==> config.mk <==
export PLATFORM = sky130hd
export DESIGN_NAME = serial_receiver_flat
export DESIGN_NICKNAME = d
export VERILOG_FILES = /design/src/rtl/serial_receiver_if.sv /design/src/rtl/serial_receiver.sv /design/src/flat_wrapper.sv
export SDC_FILE = /design/constraint.sdc
export NUM_CORES = 1
export LEC_CHECK = 0
export BUFFER_PORTS_ARGS = -buffer_cell sky130_fd_sc_hd__buf_4
export CAP_MARGIN = 30
export CORE_MARGIN = 1.5
export CORE_UTILIZATION = 48
export CTS_BUF_LIST = sky130_fd_sc_hd__clkbuf_4
export CTS_CLUSTER_SIZE = 25
export DETAILED_ROUTE_END_ITERATION = 6
export PLACE_DENSITY = 0.85
export REMOVE_ABC_BUFFERS = 1
export SYNTH_ARGS = -nofsm -noshare
export SYNTH_HDL_FRONTEND = slang
export SYNTH_SLANG_ARGS = --single-unit
==> constraint.sdc <==
create_clock -name clock -period 1.35 [get_ports clock]
set_input_delay 0.135 -clock clock [delete_from_list [all_inputs] [get_ports clock]]
set_output_delay 0.135 -clock clock [all_outputs]
set_load 0.1 [all_outputs]
==> src/rtl/serial_receiver_if.sv <==
// Signal bundle for serial_receiver: bit-serial input side plus the valid/ready word output.
// The receiver takes the slave modport; the serial source / word consumer takes master.
interface serial_receiver_if #(
    parameter int unsigned WIDTH = 8
);
    localparam int unsigned CntW = $clog2(WIDTH + 1);

    logic             serial_in;
    logic             bit_valid;
    logic             start;
    logic             word_ready;
    logic             overrun_clr;
    logic [WIDTH-1:0] Q;
    logic             word_valid;
    logic             busy;
    logic [CntW-1:0]  bit_count;
    logic             overrun;
    logic             parity_err;

    modport master (
        output serial_in, bit_valid, start, word_ready, overrun_clr,
        input  Q, word_valid, busy, bit_count, overrun, parity_err
    );

    modport slave (
        input  serial_in, bit_valid, start, word_ready, overrun_clr,
        output Q, word_valid, busy, bit_count, overrun, parity_err
    );
endinterface

==> src/rtl/serial_receiver.sv <==
// Double-buffered serial-to-parallel receiver with sticky overrun flag.
// Define SERIAL_RX_PARITY_EN to expect a trailing even-parity bit per frame.
module serial_receiver #(
    parameter int unsigned WIDTH     = 8,
    parameter int unsigned MSB_FIRST = 1
) (
    input logic              clock,
    input logic              clear_n,
    serial_receiver_if.slave rx
);
    localparam int unsigned CntW = $clog2(WIDTH + 1);
`ifdef SERIAL_RX_PARITY_EN
    localparam int unsigned FrameLen = WIDTH + 1;
`else
    localparam int unsigned FrameLen = WIDTH;
`endif
    localparam logic [CntW-1:0] LastIdx = CntW'(FrameLen - 1);

    typedef enum logic {StIdle, StShift} state_e;

    state_e           state_q, state_d;
    logic [CntW-1:0]  cnt_q, cnt_d;
    logic [WIDTH-1:0] shift_q, shift_d;
    logic [WIDTH-1:0] q_q, q_d;
    logic             valid_q, valid_d;
    logic             ov_q, ov_d;
    logic             ov_set;
    logic             done;
    logic [WIDTH-1:0] word;
`ifdef SERIAL_RX_PARITY_EN
    logic             par_q, par_d;
    logic             perr_q, perr_d;
    logic             bad;
`endif

    function automatic logic [WIDTH-1:0] shift_in(input logic [WIDTH-1:0] cur, input logic b);
        if (MSB_FIRST != 0) return {cur[WIDTH-2:0], b};
        else                return {b, cur[WIDTH-1:1]};
    endfunction

    always_comb begin
        state_d = state_q;
        cnt_d   = cnt_q;
        shift_d = shift_q;
        done    = 1'b0;
        word    = shift_q;
`ifdef SERIAL_RX_PARITY_EN
        par_d   = par_q;
        bad     = 1'b0;
`endif
        // The final bit belongs to the running frame even if start coincides with it;
        // start then opens a fresh frame right behind the completed one.
        if (state_q == StShift && rx.bit_valid && cnt_q == LastIdx) begin
            done    = 1'b1;
`ifdef SERIAL_RX_PARITY_EN
            bad     = par_q ^ rx.serial_in;
            par_d   = 1'b0;
`else
            word    = shift_in(shift_q, rx.serial_in);
`endif
            state_d = rx.start ? StShift : StIdle;
            cnt_d   = '0;
        end else if (rx.start) begin
            state_d = StShift;
            cnt_d   = rx.bit_valid ? CntW'(1) : '0;
            if (rx.bit_valid) shift_d = shift_in(shift_q, rx.serial_in);
`ifdef SERIAL_RX_PARITY_EN
            par_d   = rx.bit_valid & rx.serial_in;
`endif
        end else if (state_q == StShift && rx.bit_valid) begin
            cnt_d   = cnt_q + CntW'(1);
            shift_d = shift_in(shift_q, rx.serial_in);
`ifdef SERIAL_RX_PARITY_EN
            par_d   = par_q ^ rx.serial_in;
`endif
        end
    end

    always_comb begin
        q_d     = q_q;
        valid_d = valid_q;
        ov_set  = 1'b0;
`ifdef SERIAL_RX_PARITY_EN
        perr_d  = perr_q;
`endif
        if (done) begin
            if (!valid_q || rx.word_ready) begin
                q_d     = word;
                valid_d = 1'b1;
`ifdef SERIAL_RX_PARITY_EN
                perr_d  = bad;
`endif
            end else begin
                ov_set  = 1'b1;
            end
        end else if (rx.word_ready) begin
            valid_d = 1'b0;
        end
        ov_d = ov_set | (ov_q & ~rx.overrun_clr);
    end

    always_ff @(posedge clock) begin
        if (!clear_n) begin
            state_q <= StIdle;
            cnt_q   <= '0;
            shift_q <= '0;
            q_q     <= '0;
            valid_q <= 1'b0;
            ov_q    <= 1'b0;
`ifdef SERIAL_RX_PARITY_EN
            par_q   <= 1'b0;
            perr_q  <= 1'b0;
`endif
        end else begin
            state_q <= state_d;
            cnt_q   <= cnt_d;
            shift_q <= shift_d;
            q_q     <= q_d;
            valid_q <= valid_d;
            ov_q    <= ov_d;
`ifdef SERIAL_RX_PARITY_EN
            par_q   <= par_d;
            perr_q  <= perr_d;
`endif
        end
    end

    assign rx.Q          = q_q;
    assign rx.word_valid = valid_q;
    assign rx.busy       = (state_q == StShift);
    assign rx.bit_count  = cnt_q;
    assign rx.overrun    = ov_q;
`ifdef SERIAL_RX_PARITY_EN
    assign rx.parity_err = perr_q;
`else
    assign rx.parity_err = 1'b0;
`endif
endmodule

==> src/flat_wrapper.sv <==
// flat-port wrapper written by rule: the top's interface ports become plain ports
module serial_receiver_flat 
#(
    parameter int unsigned WIDTH     = 8,
    parameter int unsigned MSB_FIRST = 1
)
  (clock, clear_n, rx_serial_in, rx_bit_valid, rx_start, rx_word_ready, rx_overrun_clr, rx_Q, rx_word_valid, rx_busy, rx_bit_count, rx_overrun, rx_parity_err);
  serial_receiver_if #(.WIDTH(WIDTH)) rx_i ();
  input logic clock;
  input logic clear_n;
  input wire logic [$bits(rx_i.serial_in)-1:0] rx_serial_in;
  input wire logic [$bits(rx_i.bit_valid)-1:0] rx_bit_valid;
  input wire logic [$bits(rx_i.start)-1:0] rx_start;
  input wire logic [$bits(rx_i.word_ready)-1:0] rx_word_ready;
  input wire logic [$bits(rx_i.overrun_clr)-1:0] rx_overrun_clr;
  output wire logic [$bits(rx_i.Q)-1:0] rx_Q;
  output wire logic [$bits(rx_i.word_valid)-1:0] rx_word_valid;
  output wire logic [$bits(rx_i.busy)-1:0] rx_busy;
  output wire logic [$bits(rx_i.bit_count)-1:0] rx_bit_count;
  output wire logic [$bits(rx_i.overrun)-1:0] rx_overrun;
  output wire logic [$bits(rx_i.parity_err)-1:0] rx_parity_err;
  assign rx_i.serial_in = rx_serial_in;
  assign rx_i.bit_valid = rx_bit_valid;
  assign rx_i.start = rx_start;
  assign rx_i.word_ready = rx_word_ready;
  assign rx_i.overrun_clr = rx_overrun_clr;
  assign rx_Q = rx_i.Q;
  assign rx_word_valid = rx_i.word_valid;
  assign rx_busy = rx_i.busy;
  assign rx_bit_count = rx_i.bit_count;
  assign rx_overrun = rx_i.overrun;
  assign rx_parity_err = rx_i.parity_err;
  serial_receiver #(.WIDTH(WIDTH), .MSB_FIRST(MSB_FIRST)) u_core (.clock(clock), .clear_n(clear_n), .rx(rx_i));
endmodule
==> impl.org, run 1 <==
** Outcome
- The flow ran to the end, and the final reports show no timing, DRC or antenna violations.

** Timing
- After layout, the worst path uses 98.1% of the clock period.
- Number of failing setup endpoints in the final timing report :: 0
- Final worst path period need :: 1.32 ns
- Worst setup slack after layout :: 0.0255 ns
- Worst-case clock skew :: 0.00952 ns
- Derived from the worst setup path, the maximum achievable clock frequency is 755 MHz.
- Hold Violations, Final :: 0
- Post-route worst hold slack :: 0.0523 ns
- Max-slew violation count :: 0

** Place
- At the placement stage, the worst setup path has a slack of 0.00281 ns.
- Detailed placement finished with a half-perimeter wire length of 1220 um.
- Cell count after placement :: 138
- The count of buffers added on input and output ports is 21.
- The congestion estimate from routability-driven global placement came to 0.917.

** Worst setup path
- Data arrives at the worst endpoint at 1.56 ns.
- CP delay by family, top :: simple AND/OR/NAND/NOR gates
- Tracing the worst setup path back leads to its startpoint at u_core.rx.bit_count[1].
- Max stage delay cell, worst path :: sky130_fd_sc_hd__or4_1
- Delay of the slowest cell on the worst path :: 0.49 ns
- The critical path is of the flip-flop to flip-flop type.
- The startpoint identified for the worst register-to-register timing path is u_core.rx.bit_count[1].
- Together, buffers and inverters on the worst path number 1.
- STA classifies the critical path endpoint as a flip-flop.
- The critical path goes through ha_4, buf_4, or4_1, a21oi_1.
- STA puts the critical path data required time at 1.58 ns.
- Biggest fanout along the worst timing path :: 3
- STA classifies the critical path startpoint as a flip-flop.

** Clock network
- At the later pin of the worst-skew pair, clock insertion delay measures 0.30 ns.
- Root cell of the clock tree :: sky130_fd_sc_hd__clkbuf_4
- CTS tree :: built
- The number of clock buffers added by TritonCTS is 3.
- Maximum clock insertion buffer count :: 2
- Clock transition at the register clock pins on the worst setup and hold paths after CTS :: 0.11 ns
- CTS saw 22 sinks.
- In this run the number of H-tree levels came out at 1.
- Number of buffers inserted for hold repair after clock tree synthesis :: 0

** Layout
- Layout area overhead :: 33.8%
- The number of antenna diodes in the final layout is 0.
- Post-layout nets :: 128
- After filler insertion, the fill cell instance count of the layout stands at 137.
- Ratio of cells with drive above 1 in the final layout :: 33.9%
- Excluding fillers, the count of instances in the completed layout stands at 143.

** Synthesis
- Top cells by instance count after synthesis :: 22 x sky130_fd_sc_hd__dfxtp_1, 18 x sky130_fd_sc_hd__nand2_1, 16 x sky130_fd_sc_hd__mux2i_1
- Per-instance average area after synthesis :: 9.98 um^2
- Of all cell types, the one taking the most synthesized area is sky130_fd_sc_hd__dfxtp_1.
- In the synthesized netlist, the number of instances is 88.
- The synthesized netlist contains 24 unique library cells.
- The Yosys step of the flow raised 0 warnings.
- In this run the biggest area consumer among cell types represents 50.1% of the synthesized area.
- Counting flops with an async set or reset pin after synthesis yields a share of 0%.
- Cell with the most instances after synthesis :: sky130_fd_sc_hd__dfxtp_1
- For this run, the leading register cell type out of synthesis is sky130_fd_sc_hd__dfxtp_1.
- Ranking of synthesized cells by area :: sky130_fd_sc_hd__dfxtp_1 50%, sky130_fd_sc_hd__mux2i_1 18%, sky130_fd_sc_hd__nand2_1 7.7%
- Synthesis inferred 22 register bits.
- Synth Cell Area :: 878 um^2
- EDFF count, synth :: 0
- The share of the Yosys chip area taken by registers is 50.1%.

** Floorplan
- During I/O placement, the number of pins put on the boundary was 23.
- Measured along the x axis, the die boundary spans 45.8 um.
- Starting density of the core :: 50.9%
- Vertical die dimension :: 45.8 um
- The die covers 2100 um^2.
- Site row count :: 15
- CORE AREA :: 1730 um^2

** Routing
- Number of iterations in the first detailed-routing pass :: 4
- In the routed layout, each cell is associated on average with a via count of 5.03.
- Routed length per instance :: 11.7 um
- The routed layout has 720 vias.
- After the first detailed-routing iteration, the DRC count stood at 11.
- DRC violations left :: 0
- Summed over all layers, the routed wires come to 1670 um.
- Count of antenna-violating nets left after detailed routing :: 0

** GRT
- Entering global routing, the biggest net connects 23 pins.
- First-pass GRT wire length :: 2630 um
- Summed over all layers, the global routing overflow is 0.
- For this run, the total global-route usage over all layers was measured as 17.4%.
- Number of global-route vias before repair :: 652
- Initial antenna violation count :: 0

** Hold path
- The worst hold path begins at rx_start.
- The min-delay analysis places its worst path in the category input pin to flip-flop.

** Power
- Power spread over the standard cell area amounts to 933 nW/um^2.
- IR analysis of the VDD net gives a maximum drop of 0.000761 V.
- Leakage power :: 0.475 nW

** Job
- Max-cap violations in this run came to 0.
[stage by stage]
stage | instance area (um^2) | total power (W) | setup TNS [ns] | util, %
after CTS | 1150 | 0.00110 | 0 | 66.7
after global placement | 1120 | 0.000817 | 0 | 64.7
after floorplan | 863 | 0.000766 | -15.36 | -
after global routing | 1170 | 0.00114 | -0.0312 | 68.0
after detailed placement | 1120 | 0.000820 | 0 | 64.7
final | 1170 | 0.00110 | 0 | 68.0
[kinds of logic (layout without fill, tap and decap cells)]
kind of cell,count (synthesis),count (layout),synth area share [%]
DFF,22,22,50.1
muxes,16,16,18.2
AOI/OAI and AO/OA,10,10,7.55
and+or+nand+nor,33,33,19.1
adders and majority gates,1,1,1.42
buffers and inverters,4,34,2.14
other,1,1,0.427
xor gates and xnor gates,1,1,0.997
[worst min-delay path: cells and delay by family]
| kind | cells | cell delay, ns |
|---|---|---|
| buf+inv | 1 | 0.10 |
| simple gates | 1 | 0.04 |
| compound gates | 1 | 0.05 |
[placed cells by master, fill, tap and decap left out, drive strengths merged]
cell type  count
nand3b         2
inv            1
xor2           1
nor2           2
nor3b          1
conb           1
or4            1
clkbuf         3
o21a           2
a41oi          1
nand2b         1
nand3          2
ha             1
dfxtp         22
o21ai          5
nor2b          3
buf           30
a21oi          2
nand2         19
mux2i         16
nor3           2
[final timing paths]
kind,endpoint,slack [ns],cells after the start
worst max-delay path,u_core.rx.bit_count[3],0.03,4
worst min-delay path,u_core.rx.busy,0.05,3
worst max register to register,u_core.rx.bit_count[3],0.03,4
worst min register to register,u_core.rx.Q[3],0.47,2
[final cells by class]
| type | count | area, um^2 | share of cell area, % |
|---|---|---|---|
| multi-input combinational | 62 | 432 | 36.7 |
| timing repair buffer | 30 | 241 | 20.6 |
| clock buffer | 3 | 22.5 | 1.92 |
| sequential | 22 | 444 | 37.8 |
| tap | 25 | 31.3 | 2.66 |
| inverter | 1 | 3.75 | 0.319 |
[report_power, final]
group / internal, W / switching (W)
sequential: 0.000658 / 0.00000727
clock: 0.000104 / 0.000178
combinational: 0.0000517 / 0.0000969
total: 0.000814 / 0.000282
[registers in the layout (all words and copies together) (netlist names)]
| register | count |
|---|---|
| u_core.rx.bit_count | 4 |
| u_core.shift_q | 7 |
| u_core.rx.Q | 8 |
| u_core.rx.overrun | 1 |
| u_core.rx.word_valid | 1 |
| u_core.rx.busy | 1 |
[what timing repair did]
| action | CTS | global route |
|---|---|---|
| setup endpoints to repair | 8 | 14 |
| pin swaps | 2 | 1 |
| cloned | 0 | 0 |
| resized for setup | 2 | 4 |
| buffers inserted | 1 | 1 |
[per-layer routing]
| metal | routed length [um] | up-vias | part of all wire [%] | GRT usage (%) |
|---|---|---|---|---|
| li1 | - | 360 | - | - |
| met1 | 757 | 337 | 45 | 22.3 |
| met2 | 811 | 19 | 49 | 27.6 |
| met3 | 78 | 4 | 4.7 | 2.78 |
| met4 | 20 | 0 | 1.2 | 9.71 |
| met5 | 0 | - | 0 | 0 |
No activity file was read; power rests on OpenSTA's default activity.
==> inputs of run 2 (changes only) <==
--- a/config.mk
+++ b/config.mk
@@ -8,11 +8,10 @@
 export BUFFER_PORTS_ARGS = -buffer_cell sky130_fd_sc_hd__buf_4
 export CAP_MARGIN = 30
 export CORE_MARGIN = 1.5
-export CORE_UTILIZATION = 48
-export CTS_BUF_LIST = sky130_fd_sc_hd__clkbuf_4
+export CORE_UTILIZATION = 25
 export CTS_CLUSTER_SIZE = 25
 export DETAILED_ROUTE_END_ITERATION = 6
-export PLACE_DENSITY = 0.85
+export PLACE_DENSITY = 0.53
 export REMOVE_ABC_BUFFERS = 1
 export SYNTH_ARGS = -nofsm -noshare
 export SYNTH_HDL_FRONTEND = slang
==> run 2 against run 1 <==
Effect of this change:
- first-iteration DRC count up 18%
- flip-flop and latch count unchanged
- die area up 85%
- setup slack better by 0.020 ns
- largest cell class unchanged
- largest power group unchanged
- highest routed layer unchanged
==> impl.org, run 2 (synthesis gave the netlist of run 1 again) <==
** Routing
- The detailed router finished its first iteration with 13 violations.
- Routed length per instance :: 10.6 um
- Number of iterations in the first detailed-routing pass :: 4
- After detailed routing, the number of remaining DRC violations is 0.
- Count of vias placed by the detailed router :: 712
- The count of nets left with antenna violations once routing finished came out at 0.
- Wires add up to 1740 um.
- Dividing the detail-routed via count by the number of cells gives 4.34.

** Worst setup path
- Origin of the worst setup path :: u_core.rx.bit_count[0]
- STA classifies the critical path endpoint as a flip-flop.
- List of cells traversed by the critical path :: ha_4, nand3b_1, nor3_4, buf_12, mux2i_1
- The critical path is of the flip-flop to flip-flop type.
- Arrival time worst endpoint :: 1.53 ns
- Startpoint of the worst-slack reg-to-reg timing path :: u_core.rx.bit_count[0]
- Startpoint types :: flip-flop
- In this run the worst path has a maximum fanout of 8.
- Max stage delay cell, worst path :: sky130_fd_sc_hd__dfxtp_2
- Data on the critical path is required at its endpoint by 1.58 ns.
- Delay of the slowest cell on the worst path :: 0.37 ns

** GRT
- Global routing used 17.3% of the available met2 tracks.
- For this run, global-route usage on met1 was measured as 11.6%.
- Largest net degree at the start of global routing :: 23
- In the global route stage, overall resource usage came out at 9.80%.
- For this run, global-route usage on met3 was measured as 3.08%.
- After global routing the overflow that remains totals 0.
- The initial antenna violation count came to 0.
- The via count of the first global-routing pass came to 744.
- First-pass GRT wire length :: 3140 um
- After global routing, the most crowded layer is met2.

** Layout
- Layout area overhead :: 38.9%
- Post-layout nets :: 127
- Of the cells placed in the final design, the portion with a size suffix greater than 1 is 33.9%.
- Fill cells in the final layout number 376.
- Highest-count cells in the layout ignoring fill and taps :: 28 x sky130_fd_sc_hd__buf_4, 19 x sky130_fd_sc_hd__dfxtp_1, 18 x sky130_fd_sc_hd__nand2_1
- Max FFs per register :: 8
- Count of inserted antenna diode cells :: 0
- Leaving out fill and tap cells, the most frequent cell in the layout is sky130_fd_sc_hd__buf_4.

** Floorplan
- CORE AREA :: 3360 um^2
- The floorplan has 21 rows.
- 23 I/O pins were placed.
- Total die area :: 3880 um^2
- Vertical die dimension :: 62.3 um
- Once the floorplan was initialized, standard cells occupied 26.1% of the core.
- From left edge to right edge, the die measures 62.3 um.

** Power
- In this run, flip-flops and latches consume 51.5% of the power.
- Total power per unit cell area :: 1060 nW/um^2
- Relative contribution of the clock network to total power :: 38.0%
- Summed over all nets, the switching power comes to 0.000294 W.
- Max rail drop VDD :: 0.000510 V
- In this run switching power makes up 22.6% of total power.
- Part of the total power dissipated in combinational logic :: 10.5%
- Leakage power :: 0.483 nW
- The internal portion of the total power is 0.00100 W.

** Clock network
- After clock tree synthesis, the setup repair step added 0 buffers.
- CTS built an H-tree with a depth of 1.
- Number of clock sinks :: 22
- The tree is rooted in a sky130_fd_sc_hd__clkbuf_4.
- Maximum clock insertion buffer count :: 2
- Clock transition at the register clock pins on the worst setup and hold paths after CTS :: 0.13 ns
- CTS tree :: built
- The clock reaches the later pin of the worst-skew pair after 0.31 ns.
- The number of clock buffers added by TritonCTS is 3.

** Timing
- Maximum operating frequency :: 767 MHz
- Max-slew violation count :: 0
- Setup violations remaining at the end of the flow were counted as 0.
- Setup repair after global routing could not meet its margin everywhere.
- Final worst path period need :: 1.30 ns
- Of the available clock period, the critical path in the final layout requires 96.6%.
- After routing, the total negative slack on setup checks comes to 0 ns.
- Worst setup slack after layout :: 0.0455 ns
- Hold Violations, Final :: 0
- Worst-case clock skew :: 0.0163 ns

** Job
- The tool flagged a number of max-cap violations equal to 0.

** Place
- Post-placement setup slack :: 0.0256 ns
- Buffers placed on the I/O ports in this run total 21.
- Gpl congestion :: 0.771
- Summed over all nets, the half-perimeter wirelength after detailed placement is 1290 um.

** Outcome
- The flow ran to the end, and the final reports show no timing, DRC or antenna violations.

** Hold path
- The min-delay analysis places its worst path in the category input pin to flip-flop.
- The startpoint identified for the worst hold timing path is rx_start.
## run 2: changes by cell type in the layout (fill, tap and decap cells not counted), sizes merged
cell	before	now
bufinv	0	1
buf	30	29
## run 2: critical path: cells and delay by family, from the launching register on
| family | cells | cell delay, ns |
|---|---|---|
| simple gates | 2 | 0.38 |
| flops | 1 | 0.37 |
| mux | 1 | 0.18 |
| buf+inv | 1 | 0.16 |
| fa+ha+maj | 1 | 0.14 |
## run 2: final timing paths
check | end | slack [ns] | cells past startpoint
max reg2reg | u_core.rx.Q[2] | 0.05 | 5
min | u_core.rx.busy | 0.06 | 3
max | u_core.rx.Q[2] | 0.05 | 5
min reg2reg | u_core.rx.Q[1] | 0.47 | 2
## run 2: power groups by stage
| stage | Sequential [W] | Clock (W) | Combinational, W |
|---|---|---|---|
| 2_1_floorplan | 0.000718 | 0 | 0.0000479 |
| 3_3_place_gp | 0.000679 | 0 | 0.000136 |
| 3_5_place_dp | 0.000680 | 0 | 0.000136 |
| 4_1_cts | 0.000666 | 0.000506 | 0.000137 |
| 5_1_grt | 0.000670 | 0.000542 | 0.000147 |
| 6_report | 0.000668 | 0.000493 | 0.000136 |
## run 2: layout make-up
| cell class | instances | area, um^2 | area share [%] |
|---|---|---|---|
| flip-flops and latches | 22 | 444 | 36.4 |
| multi-input cells | 62 | 432 | 35.4 |
| repair buffers | 29 | 230 | 18.9 |
| well taps | 46 | 57.6 | 4.72 |
| clock inverters | 1 | 30.0 | 2.46 |
| clock buffers | 3 | 22.5 | 1.85 |
| inverters | 1 | 3.75 | 0.308 |
## run 2: repair_timing
| item | 4_1_cts | 5_1_grt |
|---|---|---|
| endpoints found under the setup margin | 0 | 15 |
| gates resized for setup | 0 | 5 |
| hold buffers | 0 | 0 |
## run 2: per-layer routing
layer,routed length [um],part of all wire [%]
met1,762,44
met2,876,50
met3,87,5.0
met4,8,0.46
met5,0,0
## run 2: metrics by stage
stage | instances | utilization, % | power, W | instance area, um^2 | hold WS, ns
floorplan | 85 | - | 0.000766 | 863 | 0.244
global placement | 160 | 34.2 | 0.000815 | 1150 | 0.373
detailed placement | 160 | 34.2 | 0.000816 | 1150 | 0.388
CTS | 164 | 35.8 | 0.00131 | 1200 | 0.0557
global route | 164 | 36.3 | 0.00136 | 1220 | 0.0763
finish | 164 | 36.3 | 0.00130 | 1220 | 0.0606
==> inputs of run 3 (changes only) <==
--- a/config.mk
+++ b/config.mk
@@ -11,6 +11,7 @@
 export CORE_UTILIZATION = 25
 export CTS_CLUSTER_SIZE = 25
 export DETAILED_ROUTE_END_ITERATION = 6
+export GPL_ROUTABILITY_DRIVEN = 0
 export PLACE_DENSITY = 0.53
 export REMOVE_ABC_BUFFERS = 1
 export SYNTH_ARGS = -nofsm -noshare
==> constraint.sdc (replaced) <==
create_clock -name clock -period 1.35 [get_ports clock]
set_input_delay 0.3375 -clock clock [delete_from_list [all_inputs] [get_ports clock]]
set_output_delay 0.3375 -clock clock [all_outputs]
set_load 0.1 [all_outputs]
==> run 3 against run 2 <==
Effect of this change:
- final cell count rose by 0.61%
- wire length rose by 2.5%
- global-route usage hardly changed
- hold slack improved by 0.20 ns
- via count shrank 0.28%
- power rose by 1.4%
- non-clock buffer count increased by 1
- register-to-register slack is essentially flat
- core utilization increased by 2.5 points
- sequential power about the same
==> impl.org, run 3 (synthesis gave the netlist of run 1 again) <==
** Worst setup path
- Depth of the critical timing path with buffers and inverters included :: 2
- The critical path ends at rx_bit_count[0].
- In this design, the stage delay of the slowest critical-path cell is 0.37 ns.
- Startpoint types :: flip-flop
- Counting cells, the worst reg-to-reg path comes to 5.
- Startpoint of the worst-slack reg-to-reg timing path :: u_core.rx.bit_count[0]
- List of cells traversed by the critical path :: buf_4, buf_12
- Origin of the worst setup path :: u_core.rx.bit_count[0]
- For flop-to-flop paths, the worst setup slack is 0.05 ns.
- The largest individual stage delay along the critical path comes from the cell sky130_fd_sc_hd__dfxtp_2.
- Along the worst path, the maximum fanout reaches 4.
- The critical path is of the flip-flop to output pin type.
- Endpoint of the lowest-slack register-to-register path :: u_core.rx.Q[2]
- Arrival time worst endpoint :: 0.98 ns
- CP delay by family, top :: flip-flops
- The critical path contains buffers and inverters numbering 2 combined.
- STA puts the critical path data required time at 1.01 ns.
- Nature of the critical path endpoint :: output pin

** Layout
- Most common library cell in the layout ignoring fill and taps :: sky130_fd_sc_hd__buf_4
- Summing all non-filler instances in the final layout gives an area of 1300 um^2.
- From synthesis to final layout, the design area changed by 48.4%.
- The post-route netlist has 36.1% of its cells at a drive strength greater than 1.
- Post-layout nets :: 128
- 0 antenna diodes ended up in the layout.
- Leaving out fill and tap cells, the most frequent cells in the layout are 19 x sky130_fd_sc_hd__buf_4, 18 x sky130_fd_sc_hd__nand2_1, 17 x sky130_fd_sc_hd__dfxtp_1.
- Max FFs per register :: 8

** Outcome
- The flow ran to the end, and the final reports show no timing, DRC or antenna violations.

** Routing
- In this run, the number of DRC markers left after iteration 0 of detailed routing was 13.
- Count of antenna-violating nets left after detailed routing :: 0
- The routed layout has 710 vias.
- Routed length per instance :: 10.8 um
- For this run, design rule violations remaining after detail routing come to 0.
- After detailed routing, the total wire length is 1780 um.
- Before antenna repair, the detailed router went through 2 iterations.
- After detailed routing, the number of vias per cell comes to 4.30.

** GRT
- Number of global-route vias before repair :: 744
- Across every metal layer, demand over resource in global routing totals 9.84%.
- First-pass GRT wire length :: 3150 um
- Largest net degree at the start of global routing :: 23
- For this run the aggregate overflow at the end of global routing stands at 0.
- The initial antenna violation count is 0.

** Clock network
- At the later pin of the worst-skew pair, clock insertion delay measures 0.31 ns.
- Buffers inserted during clock tree synthesis total 3.
- TritonCTS built the clock tree.
- Counting every sink on the clock net gives 22.
- The clock passes through at most 2 buffers.
- Root cell of the clock tree :: sky130_fd_sc_hd__clkbuf_4
- Number of H-tree levels :: 1
- Clock transition at the register clock pins on the worst setup and hold paths after CTS :: 0.13 ns

** Floorplan
- The total area inside the core boundary comes to 3360 um^2.
- The die is 62.3 um tall.
- Number of top-level design ports :: 23
- The floorplan step set the die width to 62.3 um.
- Starting density of the core :: 26.1%
- The floorplan step defined a die boundary enclosing 3880 um^2.
- The floorplan has 21 rows.

** Timing
- The smallest clock period supported by the final layout is computed as 1.32 ns.
- Maximum operating frequency :: 759 MHz
- The number of max-slew violations in the final report came to 0.
- Post-route worst hold slack :: 0.259 ns
- Worst-case clock skew :: 0.0123 ns
- The worst path uses 97.6% of the clock period.
- RSZ-0062 raised after global routing :: true
- Setup violations remaining at the end of the flow were counted as 0.
- Hold Violations, Final :: 0

** Power
- IR analysis of the VDD net gives a maximum drop of 0.000516 V.
- Sequential cells burn 50.8% of the power.
- Sw frac :: 22.9%
- Leakage power :: 0.506 nW
- Relative contribution of the clock network to total power :: 37.8%
- Internal power comes to 0.00101 W.
- Total power per unit cell area :: 1010 nW/um^2
- Combinational logic is responsible for 11.4% of the overall power.
- In this run the power spent charging and discharging nets is 0.000301 W.
- Total power after layout :: 0.00131 W

** Hold path
- The startpoint identified for the worst hold timing path is rx_start.
- The worst hold path belongs to the class input pin to flip-flop.

** Place
- Summed over all nets, the half-perimeter wirelength after detailed placement is 1290 um.
- Total of buffers placed on input and output ports :: 21
- After detailed placement, the total cell area comes to 1150 um^2.

** Job
- Max cap viols :: 0
## run 3: worst register-to-register path, cell delays in order, from the launching register on
cell                       delay (ns)
sky130_fd_sc_hd__dfxtp_2         0.37
sky130_fd_sc_hd__ha_4            0.14
sky130_fd_sc_hd__nand3b_1        0.14
sky130_fd_sc_hd__nor3_4          0.24
sky130_fd_sc_hd__buf_12          0.16
sky130_fd_sc_hd__mux2i_1         0.18
## run 3: worst min path at each step
stage                              endpoint  depth (start not counted)
after floorplan           u_core.shift_q[6]                          2
after global placement       u_core.rx.Q[4]                          2
after detailed placement     u_core.rx.Q[3]                          2
after CTS                    u_core.rx.busy                          3
after global routing         u_core.rx.busy                          3
final                        u_core.rx.busy                          3
## run 3: repair_timing
action | 4_1_cts | 5_1_grt
setup buffers | 0 | 1
hold buffers | 0 | 0
resized for setup | 9 | 17
hold endpoints to repair | 0 | 0
setup endpoints to repair | 5 | 25
pin swaps | 0 | 2
## run 3: through the flow
step	setup WS, ns	instances	setup TNS, ns	utilization (%)
floorplan	-0.899	85	-15.37	-
global placement	0.0501	160	0	34.2
detailed placement	0.0256	160	0	34.2
CTS	0.000203	164	0	36.7
global route	-0.0192	165	-0.0262	38.8
finish	0.0326	165	0	38.8
## run 3: final cells by class
type	instances	area, um^2
Inverter	1	3.75
Tap cell	46	57.6
Fill cell	370	2060
Clock inverter	1	30.0
Clock buffer	3	22.5
Sequential cell	22	449
Multi-Input combinational cell	62	432
Timing Repair Buffer	30	309
## run 3: layer usage
metal | vias to the layer above | GRT usage, % | share of wire [%]
li1 | 361 | - | -
met1 | 327 | 11.6 | 44
met2 | 20 | 17.5 | 50
met3 | 2 | 2.90 | 5.2
met4 | 0 | 2.50 | 0.45
met5 | - | 0 | 0
## run 3: power by group through the flow
stage / sequential [W] / combinational [W] / clock (W)
floorplan: 0.000718 / 0.0000479 / 0
global placement: 0.000679 / 0.000136 / 0
detailed placement: 0.000680 / 0.000136 / 0
CTS: 0.000667 / 0.000141 / 0.000506
global route: 0.000670 / 0.000160 / 0.000541
finish: 0.000668 / 0.000149 / 0.000497
